$ cat config.mk
export PLATFORM = sky130hd
export DESIGN_NAME = keypad_code_entry
export DESIGN_NICKNAME = d
export VERILOG_FILES = /design/src/rtl/keypad_code_entry_pkg.sv /design/src/rtl/keypad_code_entry_bcd_to_seg7.sv /design/src/rtl/keypad_code_entry.sv
export SDC_FILE = /design/constraint.sdc
export NUM_CORES = 1
export LEC_CHECK = 0
export BUFFER_PORTS_ARGS = -buffer_cell sky130_fd_sc_hd__buf_2
export CAP_MARGIN = 20
export CORE_MARGIN = 3
export CORE_UTILIZATION = 50
export CTS_CLUSTER_DIAMETER = 200
export DETAILED_ROUTE_END_ITERATION = 16
export MAX_ROUTING_LAYER = met4
export PLACE_DENSITY = 0.67
export SYNTH_ARGS = -nofsm -noshare
export SYNTH_HDL_FRONTEND = slang
export SYNTH_HIERARCHICAL = 1
export SYNTH_SLANG_ARGS = --single-unit
$ cat constraint.sdc
create_clock -name clk -period 3 [get_ports clk]
set_clock_uncertainty 0.1 [all_clocks]
set_input_delay 0.6 -clock clk [delete_from_list [all_inputs] [get_ports clk]]
set_output_delay 0.6 -clock clk [all_outputs]
set_load 0.1 [all_outputs]
$ cat src/rtl/keypad_code_entry_pkg.sv
// Shared constants, state encoding and key classification for the keypad
// code-entry front end.
package keypad_code_entry_pkg;

  localparam logic [3:0] KEY_CLR   = 4'hA;
  localparam logic [3:0] KEY_ENT   = 4'hB;

  localparam logic [6:0] SEG_BLANK = 7'b1111111;
  localparam logic [6:0] SEG_ERR   = 7'b0000110;

  typedef enum logic [2:0] {
    ST_IDLE,
    ST_ENTRY,
    ST_SETUP,
    ST_PULSE,
    ST_HOLD
  } state_t;

  typedef enum logic [1:0] {
    KC_DIGIT,
    KC_CLEAR,
    KC_ENTER,
    KC_ILLEGAL
  } key_class_t;

  function automatic key_class_t classify_key(input logic [3:0] key);
    key_class_t kc;
    if (key <= 4'd9)          kc = KC_DIGIT;
    else if (key == KEY_CLR)  kc = KC_CLEAR;
    else if (key == KEY_ENT)  kc = KC_ENTER;
    else                      kc = KC_ILLEGAL;
    return kc;
  endfunction

endpackage

$ cat src/rtl/keypad_code_entry_bcd_to_seg7.sv
// Combinational BCD to active-low 7-segment decoder (gfedcba order);
// values above 9 show the letter E.
module bcd_to_seg7
  import keypad_code_entry_pkg::*;
(
  input  logic [3:0] bcd,
  output logic [6:0] seg
);

  always_comb begin
    seg = SEG_ERR;
    unique case (bcd)
      4'd0:    seg = 7'b1000000;
      4'd1:    seg = 7'b1111001;
      4'd2:    seg = 7'b0100100;
      4'd3:    seg = 7'b0110000;
      4'd4:    seg = 7'b0011001;
      4'd5:    seg = 7'b0010010;
      4'd6:    seg = 7'b0000010;
      4'd7:    seg = 7'b1111000;
      4'd8:    seg = 7'b0000000;
      4'd9:    seg = 7'b0010000;
      default: seg = SEG_ERR;
    endcase
  end

endmodule

$ cat src/rtl/keypad_code_entry.sv
// Keypad code entry: assembles a two-digit BCD code from debounced keys and
// submits it to the lock with an ok strobe framed by setup and hold cycles.
module keypad_code_entry
  import keypad_code_entry_pkg::*;
#(
  parameter int unsigned OK_PULSE       = 4,
  parameter int unsigned TIMEOUT_CYCLES = 50_000_000,
  parameter int unsigned TMR_W          = 26
) (
  input  logic       clk,
  input  logic       reset,
  input  logic       key_valid,
  input  logic [3:0] key_code,
  output logic [7:0] code,
  output logic       ok,
  output logic       busy,
  output logic [1:0] digit_cnt,
  output logic       err,
  output logic       timeout,
  output logic [6:0] seg1,
  output logic [6:0] seg2
);

  localparam int unsigned     PC_W       = (OK_PULSE > 1) ? $clog2(OK_PULSE) : 1;
  localparam logic [PC_W-1:0] PULSE_LAST = PC_W'(OK_PULSE - 1);
  localparam logic [TMR_W-1:0] TMR_LAST  = TMR_W'(TIMEOUT_CYCLES - 1);

  state_t           state;
  key_class_t       key_class;
  logic [TMR_W-1:0] timer;
  logic [PC_W-1:0]  pulse_cnt;
  logic [6:0]       seg_lo;
  logic [6:0]       seg_hi;

  always_comb key_class = classify_key(key_code);

  always_ff @(posedge clk or posedge reset) begin
    if (reset) begin
      state     <= ST_IDLE;
      code      <= '0;
      ok        <= 1'b0;
      busy      <= 1'b0;
      digit_cnt <= '0;
      err       <= 1'b0;
      timeout   <= 1'b0;
      timer     <= '0;
      pulse_cnt <= '0;
    end else begin
      err     <= 1'b0;
      timeout <= 1'b0;
      unique case (state)
        ST_IDLE, ST_ENTRY: begin
          if (key_valid) begin
            // Any key, even one rejected, suppresses the timer for this cycle.
            unique case (key_class)
              KC_DIGIT: begin
                code  <= {code[3:0], key_code};
                timer <= '0;
                state <= ST_ENTRY;
                if (digit_cnt != 2'd2) digit_cnt <= digit_cnt + 2'd1;
              end
              KC_CLEAR: begin
                code      <= '0;
                digit_cnt <= '0;
                timer     <= '0;
                state     <= ST_IDLE;
              end
              KC_ENTER: begin
                if (digit_cnt == 2'd2) begin
                  busy  <= 1'b1;
                  timer <= '0;
                  state <= ST_SETUP;
                end else begin
                  err <= 1'b1;
                end
              end
              default: err <= 1'b1;
            endcase
          end else if (state == ST_ENTRY) begin
            if (timer == TMR_LAST) begin
              timeout   <= 1'b1;
              code      <= '0;
              digit_cnt <= '0;
              timer     <= '0;
              state     <= ST_IDLE;
            end else begin
              timer <= timer + 1'b1;
            end
          end
        end
        ST_SETUP: begin
          ok        <= 1'b1;
          pulse_cnt <= '0;
          state     <= ST_PULSE;
        end
        ST_PULSE: begin
          if (pulse_cnt == PULSE_LAST) begin
            ok    <= 1'b0;
            state <= ST_HOLD;
          end else begin
            pulse_cnt <= pulse_cnt + 1'b1;
          end
        end
        ST_HOLD: begin
          busy      <= 1'b0;
          code      <= '0;
          digit_cnt <= '0;
          state     <= ST_IDLE;
        end
        default: state <= ST_IDLE;
      endcase
    end
  end

  bcd_to_seg7 u_seg_lo (
    .bcd (code[3:0]),
    .seg (seg_lo)
  );

  bcd_to_seg7 u_seg_hi (
    .bcd (code[7:4]),
    .seg (seg_hi)
  );

  // Positions not yet entered stay dark; the first digit appears on seg1.
  always_comb begin
    seg1 = (digit_cnt != 2'd0) ? seg_lo : SEG_BLANK;
    seg2 = (digit_cnt == 2'd2) ? seg_hi : SEG_BLANK;
  end

endmodule

==> flow_summary.toml <==
[floorplan]
chipWidth_um = 82.3
die_h_um = 82.3
core.rowCount = 27
boundaryPins = 35
fp.coreArea_sq_um = 5570
initial_core_util = 0.523
die-area_sq_um = 6780

[drt]
vias_per_cell = 5.66
first_pass_iters = 4
initialDrtViolationCount = 180
drt-total-wl_mm = 6.39
drc_errors = 0
num_vias = 2529
route.detailed.wl_per_inst_um = 14.3
antenna_violating_nets_post_route = 0

[placement]
placed_area_sq_um = 3240
place.detailed.hpwl_mm = 4.80
routabilityCongestion = 0.816
buffer_ports.inserted = 34

[synthesis]
ys_async_sr_fraction = 1.00
postSynthCellCount = 326
ys_types = 47
synth.most_common_cell = "sky130_fd_sc_hd__dfrtp_1"
yosysWarningCount = 6
synth-seq-area-share = 0.387
netlist_top_cells_area = "sky130_fd_sc_hd__dfrtp_1 39%, sky130_fd_sc_hd__ha_1 7.7%, sky130_fd_sc_hd__a21oi_1 4.1%"
netlist.top_cell.by_area = "sky130_fd_sc_hd__dfrtp_1"
ys_seq_elements = 45
synth_fp_nets = 351
synth.top_cell.area_share = 0.387
ys_dominant_reg_cell = "sky130_fd_sc_hd__dfrtp_1"
netlist_area_sq_um = 2910
synth_enable_flop_cells = 0
post_synth_most_frequent_cells = "45 x sky130_fd_sc_hd__dfrtp_1, 25 x sky130_fd_sc_hd__nor2_1, 24 x sky130_fd_sc_hd__a21oi_1"
syn_avg_cell_area_sq_um = 8.93

[cells_and_area]
finish.net_count = 399
area_growth_syn_to_layout_pct = 15.3
filler_cell_count = 499
post_route_cells_drive_above_1_share = 0.195
final_design_area_no_fill_sq_um = 3360
n_antenna_cell = 0

[critical_path]
critPathCaptureType = "register"
timing.critical_path.fanout_max = 8
timing.critical_path.cells = "buf_2, a21oi_1, nand2b_1, inv_1, ha_1, a211oi_1, nor4b_1, buf_4, or2_0, or4_1, a21oi_1"
critPathLaunchType = "input pin"
worst-endpoint-required_ns = 3.13
arrival_ns = 2.88
crit_path_top_delay_cell = "sky130_fd_sc_hd__or4_1"
critical_path_buf_inv_count = 3
worst_path_dominant_cell_family = "simple AND/OR/NAND/NOR gates"
worst_path_most_repeated_cell = "sky130_fd_sc_hd__a21oi_1"
cpPeakStageDelay_ns = 0.50
timing.setup.critical_path_class = "input pin to register"

[global_route]
largest_net_degree_at_the_start_of_global_routing = 46
grt_pass1_vias = 2349
grt_overflow = 0
global_route_wire_length_before_repair_mm = 11.1
global_route.usage.total = 0.213
antenna_found_initial = 0

[clocking]
cts_sinks = 45
ctsHoldBuffers = 0
cts_htree_levels = 2
clk_root_buffer_cell = "sky130_fd_sc_hd__clkbuf_8"
clk_pin_slew_worst_paths_ns = 0.08
cts_buffer_depth = 2
cts_resized = 0
cts_buffers = 5
tritoncts = "done"
setup_buffers_after_cts = 0
insertion_delay_ns = 0.30

[timing]
setup_viol_count_final = 0
timing.final.max_slew_violations = 0
worst_pin_slew_ns = 0.767
post-route-period-util = 0.918
max_clock_freq_mhz = 363
final-hold-violation-count = 0
unrepaired_setup_endpoints_after_global_routing = "false"
max-slew-margin-rel = 0.487
final_period_minus_worst_setup_slack_ns = 2.75

[outcome]
outcome = "completed"

[job]
max_cap_violations = 0

[hold_path]
min-delay-path-class = "input pin to asynchronous set/reset pin"
==> stage by stage <==
step / instances / setup TNS, ns / setup WS (ns) / util / hold slack (ns)
after floorplan: 326 / 0 / 0.00809 / - / 0.366
after global placement: 438 / 0 / 0.0161 / 0.581 / 0.382
after detailed placement: 438 / -0.0804 / -0.0792 / 0.581 / 0.395
after CTS: 446 / 0 / 0.235 / 0.602 / 0.346
after global routing: 447 / 0 / 0.0215 / 0.603 / 0.384
final: 447 / 0 / 0.247 / 0.603 / 0.314
==> kinds of logic after synthesis <==
logic type / synth area share
and+or+nand+nor: 0.262
AOI/OAI and AO/OA: 0.172
DFF: 0.387
buffers and inverters: 0.0473
adders and majority gates: 0.0773
xor gates and xnor gates: 0.0301
muxes: 0.0249
==> path summary, 6_finish.rpt <==
path	startpoint	to	slack, ns	cells past startpoint
min in group clk	timer[1]	timer[1]	0.41	2
worst max-delay path	key_code[0]	timer[25]	0.25	11
worst max register to register	state[2]	timer[25]	0.34	5
worst min register to register	timer[1]	timer[1]	0.41	2
worst min-delay path	reset	ok	0.31	3
max in group asynchronous	reset	timer[8]	2.09	3
==> layer usage <==
layer	share of wire	GRT usage	vias to the layer above
met1	0.48	0.292	1181
met5	0	-	-
met4	0.0059	0.0515	0
met2	0.46	0.328	68
met3	0.048	0.0401	4
li1	-	-	1276
==> sequential cells by signal, summed over array words and instances (netlist names) <==
register and cells:
pulse_cnt 2, ok 1, timeout 1, state 3
busy 1, err 1, code 8, timer 26
digit_cnt 2
==> worst register-to-register path, cell delays in order, from the launching register on <==
cell                      delay (ns)
sky130_fd_sc_hd__dfrtp_1        0.44
sky130_fd_sc_hd__or2_1          0.36
sky130_fd_sc_hd__or4_1          0.67
sky130_fd_sc_hd__or2_0          0.37
sky130_fd_sc_hd__or4_1          0.50
sky130_fd_sc_hd__a21oi_1        0.15
==> placed cells by master (no fill, tap or decap), types with 12 or more instances in the layout <==
master | netlist | final
sky130_fd_sc_hd__a21oi_1 | 24 | 24
sky130_fd_sc_hd__buf_2 | 2 | 34
sky130_fd_sc_hd__buf_4 | 2 | 18
sky130_fd_sc_hd__dfrtp_1 | 45 | 45
sky130_fd_sc_hd__ha_1 | 18 | 18
sky130_fd_sc_hd__inv_1 | 16 | 15
sky130_fd_sc_hd__nand2_1 | 23 | 23
sky130_fd_sc_hd__nand2b_1 | 18 | 15
sky130_fd_sc_hd__nand3_1 | 12 | 12
sky130_fd_sc_hd__nor2_1 | 25 | 25
sky130_fd_sc_hd__o21ai_0 | 19 | 19
==> layout make-up <==
type | count | area, sq um | share of cell area
Timing Repair Buffer | 53 | 310 | 0.0924
Clock buffer | 7 | 86.3 | 0.0257
Tap cell | 72 | 90.1 | 0.0268
Sequential cell | 45 | 1130 | 0.335
Inverter | 16 | 60.1 | 0.0179
Multi-Input combinational cell | 253 | 1660 | 0.493
Clock inverter | 1 | 30.0 | 0.00894
Power is left out: the tool's default activity adds up to more than one toggle a clock period on the data nets, which glitch-free logic cannot reach.
